`config.mk`:
```
export PLATFORM = sky130hd
export DESIGN_NAME = regfile_writeback
export DESIGN_NICKNAME = d
export VERILOG_FILES = /design/src/rtl/core_states_pkg.sv /design/src/rtl/regfile_pkg.sv /design/src/rtl/wb_result_slot.sv /design/src/rtl/regfile_writeback.sv
export SDC_FILE = /design/constraint.sdc
export NUM_CORES = 1
export LEC_CHECK = 0
export ABC_CLOCK_PERIOD_IN_PS = 4700
export CAP_MARGIN = 30
export CORE_MARGIN = 2
export CORE_UTILIZATION = 51
export DETAILED_ROUTE_END_ITERATION = 8
export GPL_ROUTABILITY_DRIVEN = 0
export PLACE_DENSITY = 0.77
export SYNTH_ARGS = -nofsm -noshare
export SYNTH_HDL_FRONTEND = slang
export SYNTH_HIERARCHICAL = 1
export SYNTH_SLANG_ARGS = --single-unit
```
`constraint.sdc`:
```
create_clock -name clk -period 4.7 [get_ports clk]
set_clock_uncertainty 0.15 [all_clocks]
set_input_delay 0.705 -clock clk [delete_from_list [all_inputs] [get_ports clk]]
set_output_delay 0.705 -clock clk [all_outputs]
set_load 0.05 [all_outputs]
```
`src/rtl/core_states_pkg.sv`:
```
// Core pipeline state encoding shared by the per-core units.
// The scheduler drives this state to every unit in the core.
package core_states_pkg;
    typedef enum logic [2:0] {
        CORE_IDLE = 3'd0,
        FETCH     = 3'd1,
        DECODE    = 3'd2,
        REQUEST   = 3'd3,
        WAIT      = 3'd4,
        EXECUTE   = 3'd5,
        UPDATE    = 3'd6,
        CORE_DONE = 3'd7
    } core_state_e;
endpackage

```
`src/rtl/regfile_pkg.sv`:
```
// Register-file writeback types: result source select and read-only register window.
package regfile_pkg;
    typedef enum logic [1:0] {
        ARITHMETIC = 2'd0,
        MEMORY     = 2'd1,
        CONSTANT   = 2'd2
    } wb_src_e;

    localparam logic [3:0] RO_REG_BASE = 4'd13;

    // Registers 13..15 are read-only and source 2'b11 is undefined.
    function automatic logic wb_write_legal(input logic [3:0] rd, input logic [1:0] src);
        return (rd < RO_REG_BASE) && (src != 2'b11);
    endfunction
endpackage

```
`src/rtl/wb_result_slot.sv`:
```
// One thread lane's captured writeback result: a valid bit plus data.
// Exposes next-state values so a commit can include a result arriving this cycle.
module wb_result_slot
    import regfile_pkg::*;
#(
    parameter int DATA_BITS = 8
) (
    input  logic                 clk,
    input  logic                 reset,
    input  logic                 enable_i,
    input  logic                 clear_i,
    input  logic                 clear_valid_i,
    input  logic                 capture_i,
    input  logic [DATA_BITS-1:0] data_i,
    output logic                 valid_o,
    output logic [DATA_BITS-1:0] data_o,
    output logic                 valid_d_o,
    output logic [DATA_BITS-1:0] data_d_o
);
    logic                 valid_q, valid_d;
    logic [DATA_BITS-1:0] data_q, data_d;

    always_comb begin
        valid_d = valid_q;
        data_d  = data_q;
        if (clear_i) begin
            valid_d = clear_valid_i;
        end else if (capture_i) begin
            valid_d = 1'b1;
            data_d  = data_i;
        end
    end

    always_ff @(posedge clk) begin
        if (reset) begin
            valid_q <= 1'b0;
            data_q  <= '0;
        end else if (enable_i) begin
            valid_q <= valid_d;
            data_q  <= data_d;
        end
    end

    assign valid_o   = valid_q;
    assign data_o    = data_q;
    assign valid_d_o = valid_d;
    assign data_d_o  = data_d;
endmodule

```
`src/rtl/regfile_writeback.sv`:
```
// Per-core writeback unit: collects per-thread results and commits one registered write burst.
// Optional WB_ERR_CHECK_EN adds a sticky wb_err flag for writes to read-only regs or undefined sources.
module regfile_writeback
    import core_states_pkg::*;
    import regfile_pkg::*;
#(
    parameter int THREADS_PER_BLOCK = 4,
    parameter int DATA_BITS         = 8
) (
    input  logic                                   clk,
    input  logic                                   reset,
    input  logic                                   enable,
    input  logic [2:0]                             core_state,
    input  logic [THREADS_PER_BLOCK-1:0]           thread_mask,
    input  logic                                   decoded_reg_write_enable,
    input  logic [1:0]                             decoded_reg_input_mux,
    input  logic [3:0]                             decoded_rd_address,
    input  logic [DATA_BITS-1:0]                   decoded_immediate,
    input  logic [THREADS_PER_BLOCK*DATA_BITS-1:0] alu_out,
    input  logic [THREADS_PER_BLOCK-1:0]           lsu_resp_valid,
    input  logic [THREADS_PER_BLOCK*DATA_BITS-1:0] lsu_resp_data,
    output logic [THREADS_PER_BLOCK-1:0]           wb_we,
    output logic [3:0]                             wb_addr,
    output logic [THREADS_PER_BLOCK*DATA_BITS-1:0] wb_data,
    output logic                                   wb_pending,
    output logic                                   wb_done,
    output logic                                   wb_err
);
    localparam int T  = THREADS_PER_BLOCK;
    localparam int DB = DATA_BITS;

    typedef enum logic [1:0] {IDLE = 2'd0, COLLECT = 2'd1, COMMIT = 2'd2} wb_state_e;

    core_state_e cs;
    assign cs = core_state_e'(core_state);

    wb_state_e       state_q, state_d;
    logic [3:0]      rd_q, rd_d;
    logic [1:0]      mux_q, mux_d;
    logic            we_q, we_d;
    logic [T-1:0]    target_q, target_d;
    logic            exec_seen_q, exec_seen_d;
    logic            update_seen_q, update_seen_d;

    logic [T-1:0]    wb_we_q, wb_we_d;
    logic [3:0]      wb_addr_q, wb_addr_d;
    logic [T*DB-1:0] wb_data_q, wb_data_d;
    logic            wb_done_q, wb_done_d;

    logic [T-1:0]    valid_vec, valid_d_vec, capture_vec;
    logic [T*DB-1:0] data_vec, data_d_vec, lane_in_vec;

    logic start, first_exec, all_ready, commit_go, legal, clear_valid;

    assign start      = (state_q == IDLE) && (cs == REQUEST);
    // ALU and immediate results are only sampled on the first EXECUTE cycle of the instruction.
    assign first_exec = (state_q == COLLECT) && (cs == EXECUTE) && !exec_seen_q
                        && ((mux_q == ARITHMETIC) || (mux_q == CONSTANT));
    // Nothing will ever arrive for non-writing or undefined-source instructions.
    assign clear_valid = !decoded_reg_write_enable || (decoded_reg_input_mux == 2'b11);
    assign all_ready  = ((target_q & ~valid_d_vec) == '0);
    assign commit_go  = (state_q == COLLECT) && ((cs == UPDATE) || update_seen_q) && all_ready;
    assign legal      = wb_write_legal(rd_q, mux_q);

    generate
        for (genvar gi = 0; gi < T; gi++) begin : g_lane
            assign lane_in_vec[gi*DB +: DB] = (mux_q == MEMORY)   ? lsu_resp_data[gi*DB +: DB] :
                                              (mux_q == CONSTANT) ? decoded_immediate :
                                                                    alu_out[gi*DB +: DB];
            assign capture_vec[gi] = (state_q == COLLECT) && target_q[gi] && we_q
                                     && ((mux_q == MEMORY) ? lsu_resp_valid[gi] : first_exec);

            wb_result_slot #(.DATA_BITS(DB)) u_slot (
                .clk           (clk),
                .reset         (reset),
                .enable_i      (enable),
                .clear_i       (start),
                .clear_valid_i (clear_valid),
                .capture_i     (capture_vec[gi]),
                .data_i        (lane_in_vec[gi*DB +: DB]),
                .valid_o       (valid_vec[gi]),
                .data_o        (data_vec[gi*DB +: DB]),
                .valid_d_o     (valid_d_vec[gi]),
                .data_d_o      (data_d_vec[gi*DB +: DB])
            );
        end
    endgenerate

    always_comb begin
        state_d       = state_q;
        rd_d          = rd_q;
        mux_d         = mux_q;
        we_d          = we_q;
        target_d      = target_q;
        exec_seen_d   = exec_seen_q;
        update_seen_d = update_seen_q;
        case (state_q)
            IDLE: begin
                if (start) begin
                    state_d       = COLLECT;
                    rd_d          = decoded_rd_address;
                    mux_d         = decoded_reg_input_mux;
                    we_d          = decoded_reg_write_enable;
                    target_d      = thread_mask;
                    exec_seen_d   = 1'b0;
                    update_seen_d = 1'b0;
                end
            end
            COLLECT: begin
                if (cs == EXECUTE) exec_seen_d = 1'b1;
                if (cs == UPDATE)  update_seen_d = 1'b1;
                if (commit_go)     state_d = COMMIT;
            end
            COMMIT:  state_d = IDLE;
            default: state_d = IDLE;
        endcase
    end

    always_comb begin
        wb_we_d   = '0;
        wb_done_d = 1'b0;
        wb_addr_d = wb_addr_q;
        wb_data_d = wb_data_q;
        if (commit_go) begin
            wb_done_d = 1'b1;
            wb_addr_d = rd_q;
            wb_data_d = data_d_vec;
            if (we_q && legal) wb_we_d = target_q & valid_d_vec;
        end
    end

    always_ff @(posedge clk) begin
        if (reset) begin
            state_q       <= IDLE;
            rd_q          <= '0;
            mux_q         <= '0;
            we_q          <= 1'b0;
            target_q      <= '0;
            exec_seen_q   <= 1'b0;
            update_seen_q <= 1'b0;
            wb_we_q       <= '0;
            wb_addr_q     <= '0;
            wb_data_q     <= '0;
            wb_done_q     <= 1'b0;
        end else if (enable) begin
            state_q       <= state_d;
            rd_q          <= rd_d;
            mux_q         <= mux_d;
            we_q          <= we_d;
            target_q      <= target_d;
            exec_seen_q   <= exec_seen_d;
            update_seen_q <= update_seen_d;
            wb_we_q       <= wb_we_d;
            wb_addr_q     <= wb_addr_d;
            wb_data_q     <= wb_data_d;
            wb_done_q     <= wb_done_d;
        end
    end

`ifdef WB_ERR_CHECK_EN
    logic wb_err_q;
    logic err_set;
    assign err_set = commit_go && we_q && !legal;

    always_ff @(posedge clk) begin
        if (reset) begin
            wb_err_q <= 1'b0;
        end else if (enable && err_set) begin
            wb_err_q <= 1'b1;
        end
    end
    assign wb_err = wb_err_q;
`else
    assign wb_err = 1'b0;
`endif

    assign wb_pending = (state_q == COLLECT) && ((target_q & ~valid_vec) != '0);
    assign wb_we      = wb_we_q;
    assign wb_addr    = wb_addr_q;
    assign wb_data    = wb_data_q;
    assign wb_done    = wb_done_q;
endmodule
```
* After elaboration in Yosys (flattened, before gate mapping)
Cells that the tools add are included.
Widths: inputs -> output; s select.
** Storage, ports and cells
- Register bits :: 92
- Bits of input ports :: 93
- Output and inout bits :: 43
- Word-level logic and storage cells :: 112
** Operators by class
- Reductions and logical operators :: 36
- $lt $le $gt $ge :: 1
- Equal/unequal tests :: 12
- Muxes and demuxes :: 39
- Bitwise gates (word level) :: 5
** Operators with widths (number)
- $mux 8 :: 16
- $logic_and 1x1->1 :: 21
- $mux 1 :: 16
- $and 4x4->4 :: 3
- $mux 4 :: 2
- $ne 2x2->1 const B :: 4
- $not 4->4 :: 2
- $reduce_and 4->1 :: 2
- $eq 3x3->1 const B :: 2
- $reduce_and 3->1 :: 2
- $eq 2x1->1 const B :: 2
- $eq 2x2->1 const B :: 2
- $logic_not 2->1 :: 2
- $logic_not 4->1 :: 1
- $lt 4x4->1 const B :: 1
- $mux 2 :: 2
- $pmux 1 s2 :: 2
- $pmux 2 s2 :: 1
- $reduce_bool 4->1 :: 1
- $eq 3x2->1 const B :: 1
- $logic_or 1x1->1 :: 3
- $logic_not 1->1 :: 2
- $ne 2x1->1 const B :: 1
- $reduce_and 2->1 :: 1
- $reduce_bool 2->1 :: 1

* Logic depth before layout (Yosys ltp)
- Depth after elaboration :: 14
- Mapped depth :: 13
- Mapped depth without buffers :: 10

* Modules after synthesis
Netlist, hierarchy kept.
** By module, submodules not included
- regfile_writeback :: instances 1, area each 3589.7 um^2, cells an instance 418
- wb_result_slot :: instances 4, area each 554.3 um^2, cells an instance 52

* Worst setup path before layout
Ideal clock, no wire load.
- Path kind :: input-to-reg
- From :: input core_state[2]
- To :: register wb_addr_q[0], in the netlist wb_addr[0]
- Setup slack :: 1.047 ns
- Cell stages on the path :: 11
- Arrival time :: 3.432 ns
- Library setup time :: 0.072 ns
- Cell sequence :: or3b_1 -> clkbuf_1 -> nor3b_1 -> nor3_1 -> nor2_1 -> nand2b_1 -> o221ai_1 -> nor3_2 -> buf_6 -> buf_12 -> mux2i_1
** Between the ends
- Elaborated cells between the ends (all ways) :: 30
- Those cells by class :: 3 x eq/ne; 12 x mux; 2 x bitwise; 13 x reduce/logical
** RTL lines
- from (decl) :: RTL line regfile_writeback.sv:13 : input logic [2:0] core_state,
- $eq 3x2->1 :: RTL line regfile_writeback.sv:55 : assign start = (state_q == IDLE) && (cs == REQUEST);
- $logic_and 1x1->1 :: RTL line regfile_writeback.sv:55
- named net start :: RTL line regfile_writeback.sv:53 : logic start, first_exec, all_ready, commit_go, legal, clear_valid;
- $mux 1 :: RTL line wb_result_slot.sv:26 : if (clear_i) begin
- named net valid_d_vec[0] :: RTL line regfile_writeback.sv:50 : logic [T-1:0] valid_vec, valid_d_vec, capture_vec;
- $not 4->4 :: RTL line regfile_writeback.sv:61 : assign all_ready = ((target_q & ~valid_d_vec) == '0);
- $and 4x4->4 :: RTL line regfile_writeback.sv:61
- $logic_not 4->1 :: RTL line regfile_writeback.sv:61
- $logic_and 1x1->1 :: RTL line regfile_writeback.sv:62 : assign commit_go = (state_q == COLLECT) && ((cs == UPDATE) || update_seen_q) && all_ready;
- $reduce_and 2->1 (no source line)
- to (signal assigned) :: RTL line regfile_writeback.sv:154 : wb_addr_q <= wb_addr_d;
- to (decl) :: RTL line regfile_writeback.sv:46 : logic [3:0] wb_addr_q, wb_addr_d;
The timed path passes the listed nets, and every way through them passes these cells.
A chain may end at the register's enable or synchronous reset.

* Final worst setup path
- From :: input core_state[0]
- To :: register wb_data_q[31], in the netlist wb_data[31]
** Between the ends
- Elaborated cells between the ends (all ways) :: 32
- Those cells by class :: 3 x eq/ne; 14 x mux; 2 x bitwise; 13 x reduce/logical
** RTL lines
- $eq 3x2->1 :: RTL line regfile_writeback.sv:55
- $logic_and 1x1->1 :: RTL line regfile_writeback.sv:55
- named net start :: RTL line regfile_writeback.sv:53
- $mux 1 :: RTL line wb_result_slot.sv:26
- named net valid_d_vec[0] :: RTL line regfile_writeback.sv:50
- $not 4->4 :: RTL line regfile_writeback.sv:61
- $and 4x4->4 :: RTL line regfile_writeback.sv:61
- $logic_not 4->1 :: RTL line regfile_writeback.sv:61
- $logic_and 1x1->1 :: RTL line regfile_writeback.sv:62
- $reduce_and 2->1 (no source line)
- to (signal assigned) :: RTL line regfile_writeback.sv:155 : wb_data_q <= wb_data_d;
- to (decl) :: RTL line regfile_writeback.sv:47 : logic [T*DB-1:0] wb_data_q, wb_data_d;
The timed path passes the listed nets, and every way through them passes these cells.

==> impl_metrics.json <==
{
  "postCtsHoldBufs": 0,
  "ys_seq_area_share_pct": 31.7,
  "p_per_area_nw_per_um2": 236,
  "preCtsSetupSlack_ps": 915,
  "synth_seq_cells": 92,
  "path_clk_slew_ps": 60,
  "cts_tree": "built",
  "tightest_slew_ps": 678,
  "grt_first_pass_wirelength_mm": 23.0,
  "wl_per_cell_um": 16.3,
  "arrival_ps": 3590,
  "totalNegativeSetupSlack_ps": 0,
  "status": "completed",
  "cap_violations": 0,
  "post-route-drc-count": 0,
  "layout.cells.non_filler": 879,
  "firstDrtPassIters": 5,
  "via_count": 4825,
  "synthTopCellsByArea": "dfxtp_1 32%, mux2i_1 17%, nand2b_1 15%",
  "crit_buf_inv": 3,
  "insertedDiodeCount": 0,
  "core-area_um2": 11000,
  "synthDistinctLibCells": 41,
  "setup_viol": 0,
  "cts-root-buf": "clkbuf_16",
  "cts-resized-gates": 0,
  "synth_fp_nets": 719,
  "fin_ws_ps": 1210,
  "fillers": 900,
  "dr.first_iter.drc_count": 194,
  "synthCells": 626,
  "path_cells": "clkdlybuf4s50_1 -> or3b_1 -> nor3b_2 -> buf_4 -> nor3_1 -> nor2_1 -> nand2b_1 -> o221ai_1 -> nor3_4 -> buf_12 -> mux2i_1",
  "synth_top_family_by_area": "multiplexers",
  "place_inst": 862,
  "area.growth.synth_to_final_pct": 28.7,
  "cts-htree-levels": 3,
  "multi_input_area_um2": 3640,
  "grt_overflow": 0,
  "yosys_warnings": 6,
  "antenna_left": 0,
  "crit_fanout": 38,
  "hold_path_class": "reg -> reg",
  "finalHoldViolCount": 0,
  "numCtsBuffers": 9,
  "synth-simple-area-share_pct": 23.8,
  "synth-compound-area-share_pct": 13.1,
  "crit_required_ps": 4800,
  "synthAdderAreaFrac_pct": 0,
  "critPathLaunchType": "input port",
  "rsz0062_at_grt": "false",
  "syn_area_per_cell_um2": 9.28,
  "synth_top_area_share_pct": 31.7,
  "worst-setup-path-type": "in -> reg",
  "io_pins": 136,
  "slowest_stage": "or3b_1",
  "end_kind": "flop",
  "die_area_um2": 12300,
  "initial_core_util_pct": 52.9,
  "numPortBuffers": 134,
  "antenna_found_initial": 0,
  "fmax_mhz": 287,
  "max_slew_margin_pct": 54.8,
  "min_period_ps": 3490,
  "grt_max_degree": 109,
  "synth-xor-area-share_pct": 0,
  "wl_mm": 14.3,
  "postCtsSetupRepairBufs": 0,
  "yosysTopAreaCell": "dfxtp_1",
  "num_rows": 38,
  "syn_area_um2": 5810,
  "cp_slowest_stage_delay_ps": 580,
  "grt_pass1_vias": 4690,
  "hpwlAfterDp_mm": 10.4,
  "drv_slew": 0,
  "numClockSinks": 92,
  "grtUsageTotal_pct": 22.9,
  "via_per_inst": 5.49,
  "die_h_um": 111,
  "drive_gt1_share_pct": 8.80,
  "clk_path_buf_depth": 2,
  "synthMuxAreaShare_pct": 25.5,
  "fin_nets": 827,
  "clk-insertion-delay-late_ps": 330,
  "dieWidth_um": 111,
  "power.leakage_nw": 2.49,
  "register_area_um2": 1850,
  "cp_top_family": "simple AND/OR/NAND/NOR gates",
  "post-route-period-util_pct": 74.3,
  "peakVddDrop_mv": 0.141
}
==> flip-flops by register name, indices dropped and copies added (netlist names) <==
name	cells
exec_seen_q	1
g_lane.u_slot/data_o	32
g_lane.u_slot/valid_o	4
mux_q	2
rd_q	4
state_q	2
target_q	4
update_seen_q	1
wb_addr	4
wb_data	32
wb_done	1
wb_we	4
we_q	1
==> layout by cell type (no fill, tap or decap), types with 2 or more instances in the layout <==
cell type and count:
nand2b_1 141, clkdlybuf4s50_1 133, mux2i_1 100, dfxtp_1 90
a21oi_1 47, nor2b_1 43, a211oi_1 32, mux2_4 32
o21ai_0 16, nand2_1 15, inv_1 9, clkbuf_16 9
buf_4 9, nor2_1 6, and3b_1 5, o211a_1 4
a32o_1 4, nor3_1 4, a221oi_1 4, o21ai_1 3
o22ai_1 2, o21ba_1 2, clkbuf_8 2, clkbuf_1 2
clkinvlp_4 2, buf_16 2
==> layer usage <==
metal | wire length (um) | share of wire [%] | global-route usage, % | up-vias
met3 | 776 | 5.4 | 4.05 | 19
met4 | 237 | 1.7 | 7.92 | 0
met1 | 6410 | 45 | 29.8 | 2276
met5 | 0 | 0 | 0 | -
li1 | - | - | - | 2392
met2 | 6890 | 48 | 38.3 | 138
==> worst paths after layout <==
kind                                                           endpoint  depth (start not counted)                               startpoint  slack (ps)
worst max-delay path                           wb_data[31]$_SDFFE_PP0P_                         11                            core_state[0]        1210
worst min register to register  g_lane[0].u_slot/data_o[7]$_SDFFE_PP0P_                          2  g_lane[0].u_slot/data_o[7]$_SDFFE_PP0P_         320
worst min-delay path            g_lane[0].u_slot/data_o[7]$_SDFFE_PP0P_                          2  g_lane[0].u_slot/data_o[7]$_SDFFE_PP0P_         320
worst max register to register                 wb_data[31]$_SDFFE_PP0P_                         10                  state_q[0]$_SDFFE_PP0P_        1740
==> cells by family after synthesis <==
family / after synthesis
flip-flops: 92
multiplexers: 132
AO/OA/AOI/OAI: 119
buffers and inverters: 57
other: 1
AND/OR/NAND/NOR: 225
==> synth_stat cells, drive strengths merged <==
library cell  count
o21ba             2
a21oi            47
buf              21
nand3             1
or4               1
clkbuf           27
and3b             5
dfxtp            92
nor3              5
a211oi           32
nand2b          141
o21ai            19
o211ai            2
nor2b            43
or3b              1
inv               9
nor4              1
mux2i           100
nand2            15
a221oi            4
a32o              4
nand3b            1
nand4b            1
nor3b             2
nor2              7
o21a              1
mux2             32
o41ai             1
o221ai            1
and3              1
o22ai             2
conb              1
o211a             4
==> stage by stage <==
stage	area [um2]	util (%)	power, mW	hold WS, ps
CTS	7450	67.8	1.77	326
detailed placement	7140	65.0	1.04	310
global placement	7120	64.8	1.03	308
global route	7480	68.1	1.83	333
finish	7480	68.1	1.76	320
floorplan	5810	-	0.921	298
==> power by group <==
group | switching [mW] | total (mW) | internal [mW] | leakage [nW]
clock | 0.296 | 0.738 | 0.442 | 0.142
combinational | 0.105 | 0.237 | 0.132 | 1.60
sequential | 0.00455 | 0.788 | 0.783 | 0.743
==> cell type report <==
type                       count  share of cell area [%]
sequential                    92                    24.7
timing repair buffer         145                    19.7
multi-input combinational    477                    48.7
clock inverter                 3                   0.603
clock buffer                  13                    3.48
inverter                       9                   0.452
tap                          140                    2.34
==> worst reg2reg max path: cells and delay by family (launching register included) <==
| kind | cells | cell delay, ps |
|---|---|---|
| AOI/OAI and AO/OA | 1 | 210 |
| DFF | 1 | 350 |
| buffers and inverters | 2 | 510 |
| muxes | 1 | 270 |
| and+or+nand+nor | 6 | 1370 |
Power figures use the tool's default switching activity.
